File: config.mk
export PLATFORM = sky130hd
export DESIGN_NAME = i2s_clkgen
export DESIGN_NICKNAME = d
export VERILOG_FILES = /design/src/rtl/i2s_clkgen.sv
export SDC_FILE = /design/constraint.sdc
export NUM_CORES = 1
export LEC_CHECK = 0
export ABC_AREA = 1
export CAP_MARGIN = 0
export CORE_MARGIN = 4
export CORE_UTILIZATION = 40
export DETAILED_ROUTE_END_ITERATION = 8
export PLACE_DENSITY_LB_ADDON = 0.05
export SYNTH_ARGS = -nofsm -noshare
export SYNTH_HDL_FRONTEND = slang
export SYNTH_SLANG_ARGS = --single-unit
File: constraint.sdc
create_clock -name pclk -period 1.45 [get_ports pclk]
set_input_delay 0.29 -clock pclk [delete_from_list [all_inputs] [get_ports pclk]]
set_output_delay 0.29 -clock pclk [all_outputs]
set_load 0.01 [all_outputs]
File: src/rtl/i2s_clkgen.sv
// Master-mode I2S/TDM bit-clock and word-select generator with a programmable
// divider, 16/24/32-bit slots, stereo or NCH-slot framing and one-cycle edge strobes.
module i2s_clkgen #(
  parameter int unsigned DIV_W  = 8,
  parameter int unsigned NCH    = 8,
  localparam int unsigned SLOT_W = $clog2(NCH)
) (
  input  logic              pclk,
  input  logic              rst_,
  input  logic              en,
  input  logic [DIV_W-1:0]  div,
  input  logic [1:0]        frame_size,
  input  logic              tdm,
  output logic              sclk,
  output logic              sclk_rise,
  output logic              sclk_fall,
  output logic              ws,
  output logic              ws_change,
  output logic [4:0]        bit_cnt,
  output logic [SLOT_W-1:0] slot,
  output logic              frame_start
);

  localparam int unsigned BIT_W = 5;
  localparam logic [SLOT_W-1:0] SLOT_LAST_TDM = SLOT_W'(NCH - 1);
  localparam logic [SLOT_W-1:0] SLOT_LAST_I2S = SLOT_W'(1);

  logic              run_q, run_d;
  logic [DIV_W-1:0]  div_cnt_q, div_cnt_d;
  logic              sclk_q, sclk_d;
  logic              sclk_rise_q, sclk_rise_d;
  logic              sclk_fall_q, sclk_fall_d;
  logic [BIT_W-1:0]  bit_cnt_q, bit_cnt_d;
  logic [SLOT_W-1:0] slot_q, slot_d;
  logic              ws_q, ws_d;
  logic              ws_change_q, ws_change_d;
  logic              frame_start_q, frame_start_d;
  logic [DIV_W-1:0]  div_l_q, div_l_d;
  logic [1:0]        fsize_l_q, fsize_l_d;
  logic              mode_l_q, mode_l_d;

  logic [BIT_W-1:0]  bit_last;
  logic [SLOT_W-1:0] slot_last;
  logic              tick, fall_now, bit_end, slot_end, pre_last, wrap;

  // Frame geometry and edge decode from the shadowed configuration
  always_comb begin
    unique case (fsize_l_q)
      2'b00:   bit_last = BIT_W'(15);
      2'b01:   bit_last = BIT_W'(23);
      default: bit_last = BIT_W'(31);
    endcase
    slot_last = mode_l_q ? SLOT_LAST_TDM : SLOT_LAST_I2S;
    tick      = run_q && (div_cnt_q == div_l_q);
    fall_now  = tick && sclk_q;
    bit_end   = (bit_cnt_q == bit_last);
    slot_end  = (slot_q == slot_last);
    pre_last  = (bit_cnt_q == (bit_last - BIT_W'(1)));
    wrap      = fall_now && bit_end && slot_end;
  end

  // Next-state logic; en low is a synchronous clear that keeps tracking the config inputs
  always_comb begin
    run_d         = run_q;
    div_cnt_d     = div_cnt_q;
    sclk_d        = sclk_q;
    sclk_rise_d   = 1'b0;
    sclk_fall_d   = 1'b0;
    bit_cnt_d     = bit_cnt_q;
    slot_d        = slot_q;
    ws_d          = ws_q;
    ws_change_d   = 1'b0;
    frame_start_d = 1'b0;
    div_l_d       = div_l_q;
    fsize_l_d     = fsize_l_q;
    mode_l_d      = mode_l_q;

    if (!en) begin
      run_d     = 1'b0;
      div_cnt_d = '0;
      sclk_d    = 1'b0;
      bit_cnt_d = '0;
      slot_d    = '0;
      ws_d      = 1'b0;
      div_l_d   = div;
      fsize_l_d = frame_size;
      mode_l_d  = tdm;
    end else begin
      run_d = 1'b1;
      if (run_q) begin
        div_cnt_d = tick ? '0 : div_cnt_q + DIV_W'(1);
      end
      if (tick) begin
        sclk_d = ~sclk_q;
      end
      sclk_rise_d = tick && !sclk_q;
      sclk_fall_d = fall_now;

      if (fall_now) begin
        if (bit_end) begin
          bit_cnt_d = '0;
          slot_d    = slot_end ? '0 : slot_q + SLOT_W'(1);
        end else begin
          bit_cnt_d = bit_cnt_q + BIT_W'(1);
        end
        // ws leads the slot boundary by one bit; TDM sync is a one-bit pulse before slot 0
        if (mode_l_q) begin
          ws_d = pre_last && slot_end;
        end else if (pre_last) begin
          ws_d = (slot_q == '0);
        end
      end

      frame_start_d = wrap;
      ws_change_d   = ws_d ^ ws_q;

      if (wrap) begin
        div_l_d   = div;
        fsize_l_d = frame_size;
        mode_l_d  = tdm;
      end
    end
  end

  always_ff @(posedge pclk or negedge rst_) begin
    if (!rst_) begin
      run_q         <= 1'b0;
      div_cnt_q     <= '0;
      sclk_q        <= 1'b0;
      sclk_rise_q   <= 1'b0;
      sclk_fall_q   <= 1'b0;
      bit_cnt_q     <= '0;
      slot_q        <= '0;
      ws_q          <= 1'b0;
      ws_change_q   <= 1'b0;
      frame_start_q <= 1'b0;
      div_l_q       <= '0;
      fsize_l_q     <= '0;
      mode_l_q      <= 1'b0;
    end else begin
      run_q         <= run_d;
      div_cnt_q     <= div_cnt_d;
      sclk_q        <= sclk_d;
      sclk_rise_q   <= sclk_rise_d;
      sclk_fall_q   <= sclk_fall_d;
      bit_cnt_q     <= bit_cnt_d;
      slot_q        <= slot_d;
      ws_q          <= ws_d;
      ws_change_q   <= ws_change_d;
      frame_start_q <= frame_start_d;
      div_l_q       <= div_l_d;
      fsize_l_q     <= fsize_l_d;
      mode_l_q      <= mode_l_d;
    end
  end

  assign sclk        = sclk_q;
  assign sclk_rise   = sclk_rise_q;
  assign sclk_fall   = sclk_fall_q;
  assign ws          = ws_q;
  assign ws_change   = ws_change_q;
  assign bit_cnt     = bit_cnt_q;
  assign slot        = slot_q;
  assign frame_start = frame_start_q;

endmodule
==> metrics, run 1 <==
clk_lat worst skew 0.28 ns; Final nets 352; Slew headroom 82.9%; CTS Hold Bufs 0; clk buf depth 2; Remaining DRCs 0; cts bufs inserted 5; final wirelength 4600 um; unique cell type count in the Yosys netlist 29; post-route ant nets 0; post-synth net total 256; Syn Std Cell Area about 1900 sq um; first-pass GRT wire length 7320 um; antenna fix cells 0; pin count of the biggest net entering global routing 35; Max-Cap Viols 0; Max IR drop VDD between 0.4 and 0.5 mV; hold_ws 0.374 ns; Critical Path RT 1.62 ns; Clock Sinks 34; H-tree depth 2; Worst Hold Class input pin to async pin; num ports 28; Vias/cell around 4.7; Worst R2R Path Depth 12; row count 24; Critical Path Source Type register; Die H around 77 um; fin area between 2000 and 3000 sq um; number of antenna violations at the first check in global routing 0; Final Setup Violations 29; Critical Path Sink div_l_q[3]$_DFFE_PN0P_; skew final 0.00463 ns; Cells after Synth 237; GR Util All Layers 15.6%; Cell Int Power 1660 uW; dpl ws -0.268 ns; root buffer cell clkbuf_8; gr ovfl total 0; vias in the first global route 1559; fin crit period around 1.6 ns; Fillers approximately 370; GP Congestion 0.860; Leakage 0.00156 uW; layout cell share with drive strength beyond 1 a little over two fifths; Switching Fraction between 20% and 30%; WP data arrival 1.82 ns; Final HPWL DP 3120 um; Pins Over Slew Limit 0; CP endpoint kind register; final hold violations 0; register area share after synthesis 44.9%; Iter 0 DRT Violations 53; Overall Power 2290 uW; DR WL/cell 12.0 um; Die Area 5900 sq um; outcome finished with violations; Register-to-Register Setup Slack -0.19 ns; worst-margin pin slew roughly 0.25 ns; register bit total from synthesis 34; CORE AREA 4470 sq um; unrepaired setup endpoints after global routing true; crit share post-route 113%; DR pass1 iterations 4; Comb power frac between 20% and 30%; clock share of power between 30 and 40%; placed inst area 2570 sq um; P&R area growth vs syn 58.1%; Ys Warns 0; reg-to-reg startpoint div_l_q[7]$_DFFE_PN0P_; CTS tree built; # port buffers 27; starting density of the core 42.3%; failing checks negative setup slack; pwr/cell area 766 nW/um^2; mean post-synth cell area 7.99 sq um; Clock transition at path regs ~0.07 ns; Sw Pwr 635 uW; Die Wd 76.8 um; RR Endpoint div_l_q[3]$_DFFE_PN0P_; Vias 1786; worst setup path startpoint div_l_q[7]$_DFFE_PN0P_; Final WS setup -0.191 ns; sequential share of power between 40 and 50%; fmax 0.609 GHz; CP Max Fanout 10; critical path class register to register
Yosys cell counts, drive strengths merged:
cell     n  area share [%]
o21ai   19             7.2
and3     1            0.33
inv     41             8.1
a21oi   10             2.6
buf      3             1.5
nor2    32             7.0
nand2   59              13
xor2     4             1.9
nor4     2            0.99
nand3   15             4.9
nor3     3            0.79
ha       5             3.3
nor3b    1            0.40
o21a     1            0.40
nand3b   1            0.40
o22ai    1            0.33
dfrtp   34              45
nand4    5             1.7
area by class of cell:
type                       count  area [sq um]  area share (%)
clock buffer                   6          82.6            2.76
tap                           52          65.1            2.17
inverter                      41           154            5.14
multi-input combinational    159          1020            34.1
timing repair buffer          92           816            27.3
sequential                    34           855            28.6
metrics by stage:
step | util, % | instances | TNS, ns
5_1_grt | 66.9 | 384 | -6.63
3_3_place_gp | 57.5 | 357 | -3.66
2_1_floorplan | - | 237 | -0.244
3_5_place_dp | 57.5 | 357 | -4.43
4_1_cts | 62.2 | 370 | -2.89
6_report | 66.9 | 384 | -3.20
critical path, stage by stage (launching register included):
cell	delay, ns
dfrtp_1	0.41
inv_1	0.07
nand2_2	0.08
nand2_2	0.05
nor2_2	0.10
nand3_2	0.10
nor2_4	0.13
nand2_4	0.08
nand2_4	0.08
nand3_4	0.13
buf_12	0.18
nand2_1	0.07
o21ai_2	0.05
registers in the layout, summed over array words and instances (netlist names), 2 cells and up:
register and flops:
div_cnt_q 8, div_l_q 8, bit_cnt 5, slot 3, fsize_l_q 2
power groups by stage:
stage	Sequential (uW)	Combinational, uW	Clock (uW)
floorplan	1070	223	0
global placement	1070	428	0
detailed placement	1070	431	0
CTS	1060	477	720
global route	1070	589	757
finish	1060	541	695
cells by family after synthesis:
group	after synthesis	synth area share, %
AO/OA/AOI/OAI	31	10.6
adder cells (fa/ha/maj)	5	3.30
buffers and inverters	44	9.58
AND/OR/NAND/NOR	119	29.7
XOR/XNOR	4	1.85
flip-flops	34	44.9
layer usage:
layer / vias to the layer above / global-route usage [%] / part of all wire [%]
met1: 812 / 21.7 / 49
met2: 34 / 24.1 / 45
met5: - / 0 / 0
met4: 0 / 4.89 / 1.2
li1: 933 / - / -
met3: 7 / 3.51 / 4.0
how the worst min path moves through the flow:
stage	from	end
after floorplan	rst_	bit_cnt[0]$_DFFE_PN0P_
after global placement	div_l_q[3]$_DFFE_PN0P_	div_l_q[3]$_DFFE_PN0P_
after detailed placement	mode_l_q$_DFFE_PN0P_	mode_l_q$_DFFE_PN0P_
after CTS	rst_	bit_cnt[4]$_DFFE_PN0P_
after global routing	rst_	run_q$_DFF_PN0_
final	rst_	div_cnt_q[6]$_DFFE_PN0P_
what timing repair did:
action | CTS | global route
resized for setup | 31 | 45
gates cloned | 1 | 0
pin swaps | 2 | 10
endpoints found under the setup margin | 41 | 35
setup buffers | 6 | 14
layout by cell type, fill, tap and decap left out, types with 5 or more instances in the layout:
cell	netlist	final
o21ai_2	11	13
nor2_1	29	19
buf_4	0	57
nand3_1	13	11
ha_1	5	5
dlygate4sd2_1	0	8
inv_1	39	34
a21oi_1	10	8
clkdlybuf4s50_1	0	15
clkbuf_8	0	6
nor2_2	2	10
inv_2	2	7
nand2_2	6	15
dfrtp_1	34	31
o21ai_1	2	6
nand2_4	2	7
nand2_1	51	37
nand4_1	5	5
No activity file was read; power rests on OpenSTA's default activity.
==> inputs of run 2 (changes only) <==
--- a/config.mk
+++ b/config.mk
@@ -6,7 +6,7 @@
 export NUM_CORES = 1
 export LEC_CHECK = 0
 export ABC_AREA = 1
-export CAP_MARGIN = 0
+export CAP_MARGIN = 20
 export CORE_MARGIN = 4
 export CORE_UTILIZATION = 40
 export DETAILED_ROUTE_END_ITERATION = 8
==> results of run 2 <==
No change in the layout: final DEF, timing and power equal those of run 1.
==> inputs of run 3 (changes only) <==
--- a/config.mk
+++ b/config.mk
@@ -7,10 +7,13 @@
 export LEC_CHECK = 0
 export ABC_AREA = 1
 export CAP_MARGIN = 20
+export CELL_PAD_IN_SITES_DETAIL_PLACEMENT = 0
+export CELL_PAD_IN_SITES_GLOBAL_PLACEMENT = 1
 export CORE_MARGIN = 4
-export CORE_UTILIZATION = 40
+export CORE_UTILIZATION = 36
 export DETAILED_ROUTE_END_ITERATION = 8
 export PLACE_DENSITY_LB_ADDON = 0.05
+export REMOVE_ABC_BUFFERS = 1
 export SYNTH_ARGS = -nofsm -noshare
 export SYNTH_HDL_FRONTEND = slang
 export SYNTH_SLANG_ARGS = --single-unit
==> run 3 against run 2 <==
Net effect: power down 1.9%; clock power down 5.8%; die area up 9.9%; non-clock buffer count down 1; hold slack better by 0.0087 ns; clock skew down 0.00064 ns; critical path type unchanged; worst setup slack worse by 0.011 ns; cell count up 4.7%; fmax down 0.65%; the run still ends with negative setup slack left; count of clock-buffer cells in the layout down 1; sequential share of layout area down 0.30 points.
==> metrics, run 3 (same netlist as run 1, synthesis figures left out) <==
outcome finished with violations; failing checks negative setup slack; Critical Path Source Type register; num ports 28 (unchanged); most frequent cells in the layout buf_4 (55), nand2_1 (38), inv_1 (36); clk buf depth 2 (unchanged); Iter 0 DRT Violations 54 (+1.9%); skew final 0.00399 ns (-0.000637 ns); row count 26 (+8.3%); Sw Pwr 637 uW (+0.21%); Remaining DRCs 0 (unchanged); Max IR drop VDD 0.442 mV (-9.4%); crit share post-route 114% (+0.75 points); Die Wd 80.5 um (+4.8%); worst path cell trace nand2_1 > nand2_1 > nor2_2 > nand3_4 > nor2_4 > nand2_4 > nand2_4 > nand3_4 > clkbuf_16 > nand2_2 > o21ai_2; Post-Place Cells 375 (+5.0%); Crit path largest cell delay 0.43 ns (+0.02 ns); WP data arrival 1.83 ns (about the same); Vias 1756 (-1.7%); P&R area growth vs syn 59.1%; final hold violations 0 (unchanged); Register-to-Register Setup Slack -0.20 ns (about the same); clock share of power 29.1% (-1.2 points); critical path class register to register; Switching Fraction 28.3% (+0.58 points); Die Area 6480 sq um (+9.9%); number of antenna violations at the first check in global routing 0 (unchanged); CTS Hold Bufs 0 (unchanged); worst-margin pin slew 0.332 ns (+0.0773 ns); pwr/cell area 748 nW/um^2 (-2.5%); CTS tree built; Comb power frac 23.8% (+0.2 points); sequential share of power 47.1% (+1.0 points); cts bufs inserted 5 (unchanged); fmax 0.605 GHz (-0.65%); RR Endpoint div_l_q[5]$_DFFE_PN0P_; Max-Cap Viols 0 (unchanged); Worst Hold Class input pin to async pin; Final WS setup -0.202 ns (-0.0108 ns); Vias/cell 4.37 (-6.1%); DR pass1 iterations 4 (unchanged); antenna fix cells 0 (unchanged); pin count of the biggest net entering global routing 35 (unchanged); Clock Sinks 34 (unchanged); worst setup path startpoint div_cnt_q[2]$_DFFE_PN0P_; gr ovfl total 0 (unchanged); CORE AREA 5110 sq um (+14%); reg-to-reg startpoint div_cnt_q[2]$_DFFE_PN0P_; GR Util All Layers 14.6% (-1.1 points); final wirelength 4540 um (-1.3%); Buf/Inv on CP 1 (-1); Slew headroom 77.8% (-5.1 points); Pins Over Slew Limit 0 (unchanged); fin crit period 1.65 ns (+0.0108 ns); # port buffers 27 (unchanged); Clock transition at path regs 0.07 ns (about the same); vias in the first global route 1617 (+3.7%); Leakage 0.00160 uW (+2.7%); first-pass GRT wire length 7280 um (-0.56%); root buffer cell clkbuf_8; Final nets 351 (-0.28%); Fillers 496 (+33%); Final HPWL DP 3200 um (+2.6%); post-route ant nets 0 (unchanged); Cell Int Power 1610 uW (-2.7%); most common cell after layout, fill and taps aside buf_4; DR WL/cell 11.3 um (-5.7%); CP Max Fanout 5 (-5); unrepaired setup endpoints after global routing true; non-filler instance count after layout 402 (+4.7%); Worst R2R Path Depth 11 (-1); GP Congestion 0.833 (-3.1%); H-tree depth 2 (unchanged); Critical Path RT 1.63 ns (about the same); Die H 80.5 um (+4.8%); Worst path slowest cell dfrtp_1; CP endpoint kind register; starting density of the core 37.1% (-5.2 points); Final Setup Violations 25 (-14%); hold_ws 0.383 ns (+0.00875 ns); layout cell share with drive strength beyond 1 39.8% (-2.7 points); delay-heaviest family, CP simple AND/OR/NAND/NOR gates; clk_lat worst skew 0.28 ns (about the same)
-- run 3: worst max path at each step --
stage	to	slack (ns)	cells after the start
2_1_floorplan	div_l_q[0]$_DFFE_PN0P_	-0.16	10
3_3_place_gp	div_cnt_q[7]$_DFFE_PN0P_	-0.25	9
3_5_place_dp	div_cnt_q[7]$_DFFE_PN0P_	-0.27	9
4_1_cts	mode_l_q$_DFFE_PN0P_	-0.16	11
5_1_grt	bit_cnt[2]$_DFFE_PN0P_	-0.33	11
6_report	div_l_q[5]$_DFFE_PN0P_	-0.20	11
-- run 3: what timing repair did --
item / CTS / global route
setup buffers: 7 / 12
resized for setup: 24 / 41
pin swaps: 4 / 18
setup endpoints to repair: 39 / 37
cloned: 0 / 2
-- run 3: layout make-up --
class / count / area [sq um] / share of cell area [%]
multi-input combinational: 159 / 1010 / 33.6
sequential: 34 / 851 / 28.3
timing repair buffer: 91 / 830 / 27.5
inverter: 41 / 154 / 5.11
tap: 70 / 87.6 / 2.91
clock buffer: 5 / 68.8 / 2.29
clock inverter: 2 / 10.0 / 0.332
-- run 3: power groups by stage --
stage | registers, uW | clock network [uW] | logic (uW)
after floorplan | 1060 | 0 | 214
after global placement | 1070 | 0 | 420
after detailed placement | 1070 | 0 | 420
after CTS | 1060 | 685 | 437
after global routing | 1070 | 707 | 596
final | 1060 | 655 | 535
-- run 3: worst register-to-register path: cells and delay by family, from the launching register on --
kind / cells / cell delay (ns)
compound gates: 1 / 0.04
buf+inv: 1 / 0.19
flops: 1 / 0.43
simple gates: 9 / 0.89
-- run 3: metal layers --
metal	global-route usage [%]	wire length [um]
met2	21.7	2030
met5	0	0
met1	20.9	2340
met4	4.56	52
met3	3.03	122
-- run 3: through the flow --
step	cell area (sq um)	setup slack, ns	utilization, %	setup TNS [ns]	power (uW)
after floorplan	1870	-0.160	-	-1.63	1280
after global placement	2580	-0.250	50.5	-3.49	1490
after detailed placement	2580	-0.269	50.5	-3.75	1490
after CTS	2740	-0.162	53.7	-2.78	2180
after global routing	3010	-0.327	59.0	-7.71	2370
final	3010	-0.202	59.0	-3.47	2250
